File: config.mk
export PLATFORM = sky130hd
export DESIGN_NAME = axi4_read_stream_fifo_flat
export DESIGN_NICKNAME = d
export VERILOG_FILES = /design/src/rtl/axi4_read_stream_fifo_if.sv /design/src/rtl/axi4_read_stream_fifo.sv /design/src/flat_wrapper.sv
export SDC_FILE = /design/constraint.sdc
export NUM_CORES = 2
export LEC_CHECK = 0
export BUFFER_PORTS_ARGS = -buffer_cell sky130_fd_sc_hd__buf_2
export CAP_MARGIN = 0
export CORE_ASPECT_RATIO = 0.5
export CORE_MARGIN = 2
export CORE_UTILIZATION = 56
export DETAILED_ROUTE_END_ITERATION = 12
export GPL_ROUTABILITY_DRIVEN = 0
export PLACE_DENSITY_LB_ADDON = 0.2
export SLEW_MARGIN = 10
export SYNTH_ARGS = -nofsm -noshare
export SYNTH_HDL_FRONTEND = slang
export SYNTH_SLANG_ARGS = --single-unit
export TNS_END_PERCENT = 5
File: constraint.sdc
create_clock -name clk -period 76.2 [get_ports clk]
set_input_delay 15.24 -clock clk [delete_from_list [all_inputs] [get_ports clk]]
set_output_delay 15.24 -clock clk [all_outputs]
set_load 0.02 [all_outputs]
File: src/rtl/axi4_read_stream_fifo_if.sv
// ---------------------------------------------------------------------------
// axi4_read_stream_fifo_if
//   AXI4-Stream bundle from the read-data FIFO towards the AXI DMA.
//
//   tdata   DATA_W     head-of-FIFO data
//   tkeep   DATA_W/8   byte enables (all ones)
//   tvalid  1          beat available
//   tlast   1          last beat of the current packet
//   tready  1          downstream ready
//
//   master: the FIFO side. slave: the DMA side.
// ---------------------------------------------------------------------------
interface axi4_read_stream_fifo_if #(
  parameter int DATA_W = 512
);
  logic [DATA_W-1:0]   tdata;
  logic [DATA_W/8-1:0] tkeep;
  logic                tvalid;
  logic                tlast;
  logic                tready;

  modport master (output tdata, output tkeep, output tvalid, output tlast, input tready);
  modport slave  (input tdata, input tkeep, input tvalid, input tlast, output tready);
endinterface

File: src/rtl/axi4_read_stream_fifo.sv
// ---------------------------------------------------------------------------
// axi4_read_stream_fifo
//   Buffers DDR read beats in a DEPTH-entry circular FIFO and drains them onto
//   an AXI4-Stream master. The DDR side has no back-pressure, so a beat that
//   arrives while the FIFO is full and not draining is dropped and counted.
//   TLAST frames packets of cfg_pkt_len beats (0 treated as 1).
//
//   clk, rst        clock, synchronous active-high reset
//   ddr_rd_data     read beat from the DDR4 adapter
//   ddr_rd_valid    beat valid (must be taken or dropped)
//   cfg_pkt_len     beats per packet, sampled at each packet start
//   err_clr         pulse clearing err and drop_cnt
//   err             sticky overflow flag
//   drop_cnt        saturating count of dropped beats
//   level           FIFO occupancy
//   almost_full     level >= AFULL_THRESH
//   latest_buf      bits [15:0] of the most recently written beat
//   m_axis          AXI4-Stream master (tdata/tkeep/tvalid/tlast/tready)
// ---------------------------------------------------------------------------
module axi4_read_stream_fifo #(
  parameter  int DATA_W       = 512,
  parameter  int DEPTH        = 8,
  parameter  int AFULL_THRESH = 6,
  parameter  int CNT_W        = 16,
  localparam int PTR_W        = $clog2(DEPTH),
  localparam int LVL_W        = $clog2(DEPTH + 1)
) (
  input  logic                    clk,
  input  logic                    rst,
  input  logic [DATA_W-1:0]       ddr_rd_data,
  input  logic                    ddr_rd_valid,
  input  logic [15:0]             cfg_pkt_len,
  input  logic                    err_clr,
  output logic                    err,
  output logic [CNT_W-1:0]        drop_cnt,
  output logic [LVL_W-1:0]        level,
  output logic                    almost_full,
  output logic [15:0]             latest_buf,
  axi4_read_stream_fifo_if.master m_axis
);

  logic [DATA_W-1:0] mem [DEPTH];
  logic [PTR_W-1:0]  wr_ptr, rd_ptr;
  logic [15:0]       beat_cnt;
  logic [15:0]       eff_len_q;
  logic [15:0]       cfg_len;
  logic [15:0]       cur_len;
  logic              full, push, pop, overflow, tlast;

  assign full     = (level == LVL_W'(DEPTH));
  assign pop      = m_axis.tvalid && m_axis.tready;
  assign push     = ddr_rd_valid && (!full || pop);
  assign overflow = ddr_rd_valid && full && !pop;

  // At a packet start the live config is used directly so that TLAST on the
  // first beat already reflects the new length; mid-packet the latched copy
  // is used so config changes only take effect at the next packet.
  assign cfg_len = (cfg_pkt_len == 16'd0) ? 16'd1 : cfg_pkt_len;

  // NOTE: every variable assigned in always_comb gets a default first, so no
  // path can leave it unassigned and infer a latch.
  always_comb begin
    cur_len = eff_len_q;
    if (beat_cnt == 16'd0) cur_len = cfg_len;
  end

  assign tlast = m_axis.tvalid && (beat_cnt == cur_len - 16'd1);

  assign m_axis.tdata  = mem[rd_ptr];
  assign m_axis.tkeep  = '1;
  assign m_axis.tvalid = (level != '0);
  assign m_axis.tlast  = tlast;
  assign almost_full   = (level >= LVL_W'(AFULL_THRESH));

  // NOTE: the storage array carries no reset; entries are only read when
  // level says they hold valid data, so resetting them would only cost logic.
  always_ff @(posedge clk) begin
    if (push) mem[wr_ptr] <= ddr_rd_data;
  end

  // NOTE: state registers use non-blocking assignments so every flop samples
  // the pre-edge values regardless of statement order.
  always_ff @(posedge clk) begin
    if (rst) begin
      wr_ptr     <= '0;
      rd_ptr     <= '0;
      level      <= '0;
      latest_buf <= '0;
    end else begin
      if (push) begin
        wr_ptr     <= wr_ptr + 1'b1;
        latest_buf <= ddr_rd_data[15:0];
      end
      if (pop) rd_ptr <= rd_ptr + 1'b1;
      // Full-with-pop pushes and pops together, so level holds at DEPTH.
      level <= level + LVL_W'(push) - LVL_W'(pop);
    end
  end

  // Overflow takes priority over err_clr when both happen together.
  always_ff @(posedge clk) begin
    if (rst) begin
      err      <= 1'b0;
      drop_cnt <= '0;
    end else if (overflow) begin
      err <= 1'b1;
      if (err_clr)        drop_cnt <= CNT_W'(1);
      else if (~&drop_cnt) drop_cnt <= drop_cnt + 1'b1;
    end else if (err_clr) begin
      err      <= 1'b0;
      drop_cnt <= '0;
    end
  end

  always_ff @(posedge clk) begin
    if (rst) begin
      beat_cnt  <= '0;
      eff_len_q <= 16'd1;
    end else begin
      if (beat_cnt == 16'd0) eff_len_q <= cfg_len;
      if (pop) beat_cnt <= tlast ? 16'd0 : beat_cnt + 16'd1;
    end
  end

endmodule

File: src/flat_wrapper.sv
// flat-port wrapper written by rule: the top's interface ports become plain ports
module axi4_read_stream_fifo_flat 
#(
  parameter  int DATA_W       = 512,
  parameter  int DEPTH        = 8,
  parameter  int AFULL_THRESH = 6,
  parameter  int CNT_W        = 16,
  localparam int PTR_W        = $clog2(DEPTH),
  localparam int LVL_W        = $clog2(DEPTH + 1)
)
  (clk, rst, ddr_rd_data, ddr_rd_valid, cfg_pkt_len, err_clr, err, drop_cnt, level, almost_full, latest_buf, m_axis_tdata, m_axis_tkeep, m_axis_tvalid, m_axis_tlast, m_axis_tready);
  axi4_read_stream_fifo_if #(.DATA_W(DATA_W)) m_axis_i ();
  input  logic clk;
  input  logic rst;
  input  logic [DATA_W-1:0] ddr_rd_data;
  input  logic ddr_rd_valid;
  input  logic [15:0] cfg_pkt_len;
  input  logic err_clr;
  output logic err;
  output logic [CNT_W-1:0] drop_cnt;
  output logic [LVL_W-1:0] level;
  output logic almost_full;
  output logic [15:0] latest_buf;
  output wire logic [$bits(m_axis_i.tdata)-1:0] m_axis_tdata;
  output wire logic [$bits(m_axis_i.tkeep)-1:0] m_axis_tkeep;
  output wire logic [$bits(m_axis_i.tvalid)-1:0] m_axis_tvalid;
  output wire logic [$bits(m_axis_i.tlast)-1:0] m_axis_tlast;
  input wire logic [$bits(m_axis_i.tready)-1:0] m_axis_tready;
  assign m_axis_tdata = m_axis_i.tdata;
  assign m_axis_tkeep = m_axis_i.tkeep;
  assign m_axis_tvalid = m_axis_i.tvalid;
  assign m_axis_tlast = m_axis_i.tlast;
  assign m_axis_i.tready = m_axis_tready;
  axi4_read_stream_fifo #(.DATA_W(DATA_W), .DEPTH(DEPTH), .AFULL_THRESH(AFULL_THRESH), .CNT_W(CNT_W)) u_core (.clk(clk), .rst(rst), .ddr_rd_data(ddr_rd_data), .ddr_rd_valid(ddr_rd_valid), .cfg_pkt_len(cfg_pkt_len), .err_clr(err_clr), .err(err), .drop_cnt(drop_cnt), .level(level), .almost_full(almost_full), .latest_buf(latest_buf), .m_axis(m_axis_i));
endmodule
==> metrics.yaml <==
detailed_routing:
  first_pass_iters: 7
  wl_per_cell_um: 29.4
  drt-initial-drc-count: 6205
  avgViaCountPerCell: 6.01
  drc_errors: 0
  routed-via-count: 71200
  totalWireLength_um: 348000
  ant_nets: 0
floorplan:
  core_mm2: 0.280
  start_util_pct: 56.5
  die_w_um: 755
  dieArea_mm2: 0.286
  die_h_um: 379
  ios: 1149
  rows: 137
timing:
  finalClockSkew_ns: 0.0421
  hold_viol: 0
  setup_viol: 0
  slew_headroom_pct: 18.3
  period_needed_ns: 33.74
  min_period_over_period_pct: 44.3
  worst_pin_slew_ns: 1.22
  max_freq_mhz: 29.6
  slew_viol_final: 0
  rsz0062_at_grt: "no"
  setup_tns_ns: 0
  postLayoutSetupSlackWorst_ns: 42.46
power:
  power.density_mw_per_mm2: 32.5
  leakage_nw: 56.7
  ir_drop_mv: 0.0271
finish:
  syn_to_final_growth_pct: 13.4
  fillers: 18300
  regArea_mm2: 0.125
  layout-drive-gt1-share_pct: 40.5
  final_nets: 8319
  multiInputGateArea_mm2: 0.0318
cts:
  worstSkewPairLatency_ns: 0.91
  cts.sinks: 4174
  numCtsBuffers: 353
  cts_tree: "yes"
  cts.htree.levels: 5
  root_buffer: "clkbuf_16"
  cts_hold_repair.buffers: 0
  clk_pin_slew_worst_paths_ns: 0.06
  cts_resized: 0
  cts_setup_buffers: 0
  clk_path_buf_depth: 4
placement:
  port-buffer-count: 1084
  place_ws_ns: 42.54
  dpl.hpwl_um: 201000
grt:
  grt_pass1_wl_um: 496000
  grt_pass1_vias: 71400
  grt_max_degree: 148
  gr-total-overflow: 0
  grt_use_total_pct: 23.8
  grt_antenna_before_repair: 170
worst_setup_path:
  cp.arrival_ns: 18.50
  path_max_fanout: 6
  worstSetupPathType: "input pin to output port"
  startpoint_type: "input pin"
  endpoint_kind: "output port"
  cp.required_ns: 60.96
synth:
  synthesis.area_mm2: 0.158
  ys_ff_latch: 4174
  ys_types: 72
  async_flop_share_pct: 0
  syn_area_per_cell_um2: 24.2
  synth-edff-count: 4096
  ys_warn_count: 0
  yosys_most_used_dff: "edfxtp_1"
  ys_seq_area_share_pct: 78.9
  postSynthCellCount: 6524
outcome:
  outcome: "finished clean"
hold_path:
  worstHoldPathType: "flip-flop to flip-flop"
run:
  cap_violations: 0
==> critical path, stage by stage <==
cell and delay (ns):
buf_2 0.12, or4_4 0.58, nor4_1 0.43, o22ai_2 0.18
ha_1 0.32, or3b_1 0.29, nor4_1 0.06, nor3_1 0.22
a311oi_1 0.13, nor4_2 0.23, nand3_2 0.14, nor3_1 0.30
buf_2 0.23
==> synthesized netlist by cell type, types with 11 or more instances <==
library cell	n	area share, %
edfxtp_1	4096	78
mux4_2	1024	15
mux2_2	513	3.7
clkbuf_1	203	0.48
buf_1	101	0.24
nand2_1	85	0.20
dfxtp_1	78	0.99
buf_4	64	0.30
nor2_1	52	0.12
a21oi_1	37	0.12
xnor2_1	28	0.16
xor2_1	28	0.16
inv_1	21	0.050
nand4_1	14	0.055
ha_1	13	0.10
mux2i_1	13	0.082
nor4_1	13	0.052
nor3_1	12	0.038
nand3_1	11	0.035
o21ai_0	11	0.035
==> path summary, 6_finish.rpt <==
check	depth (start not counted)	slack, ns	to	startpoint
setup / recovery	13	42.46	m_axis_tlast	cfg_pkt_len[12]
hold / removal	2	0.45	u_core.latest_buf[14]	u_core.latest_buf[14]
setup reg to reg	14	70.45	u_core.mem[5][403]	u_core.level[2]
hold reg to reg	2	0.45	u_core.latest_buf[14]	u_core.latest_buf[14]
==> placed cells by master (no fill, tap or decap), types with 29 or more instances in the layout <==
cell type  instances
edfxtp_1        4096
buf_2           1084
mux4_2          1024
mux2_2           513
clkbuf_16        359
buf_4            104
nand2_1           85
clkbuf_1          85
clkinv_1          76
dfxtp_1           75
conb_1            64
nor2_1            51
clkinv_2          51
diode_2           44
a21oi_1           37
bufinv_16         29
==> stage by stage <==
| step | hold slack [ns] | utilization [%] | total power [mW] | std cells | instance area (µm²) |
|---|---|---|---|---|---|
| after detailed placement | 0.443 | 60.0 | 4.11 | 11200 | 168000 |
| after global routing | 0.472 | 64.0 | 6.02 | 11800 | 179000 |
| after global placement | 0.440 | 60.0 | 4.10 | 11200 | 168000 |
| after CTS | 0.452 | 64.0 | 5.88 | 11800 | 179000 |
| after floorplan | 0.450 | - | 3.88 | 6587 | 158000 |
| final | 0.451 | 64.0 | 5.81 | 11900 | 179000 |
==> routing by layer <==
layer  wire length (µm)  vias up  global-route usage [%]
li1                   -    30200                       -
met1             134000    38100                    30.8
met5                193        -                       0
met2             183000     2156                    41.4
met4              15700       32                    9.65
met3              15700      769                    3.40
==> power breakdown <==
| group | leakage [nW] | total (mW) | switching [mW] | internal (mW) |
|---|---|---|---|---|
| Clock | 5.43 | 1.78 | 0.803 | 0.975 |
| Sequential | 37.8 | 2.69 | 0.0335 | 2.65 |
| Combinational | 13.4 | 1.34 | 0.759 | 0.585 |
==> sequential cells by signal, indices dropped and copies added (netlist names), named ones only <==
register	flops
u_core.mem	4096
u_core.beat_cnt	16
u_core.drop_cnt	16
u_core.eff_len_q	16
u_core.latest_buf	16
u_core.level	4
u_core.rd_ptr	3
u_core.wr_ptr	3
u_core.err	1
==> cells by family after synthesis <==
| kind of cell | share of synthesized area [%] |
|---|---|
| AO/OA/AOI/OAI | 0.346 |
| XOR/XNOR | 0.311 |
| adder cells (fa/ha/maj) | 0.116 |
| buffers and inverters | 1.13 |
| flip-flops | 78.9 |
| multiplexers | 18.4 |
| other | 0.00238 |
| AND/OR/NAND/NOR | 0.856 |
==> area by class of cell <==
type                            instances  share of cell area [%]
Sequential cell                      4174                    69.6
Timing Repair Buffer                 1206                    3.67
Clock buffer                          450                    5.24
Tap cell                             3753                    2.62
Multi-Input combinational cell       2016                    17.8
Clock inverter                        190                   0.990
Inverter                               21                  0.0440
Antenna cell                           44                  0.0615
(Power assumes the default switching activity.)
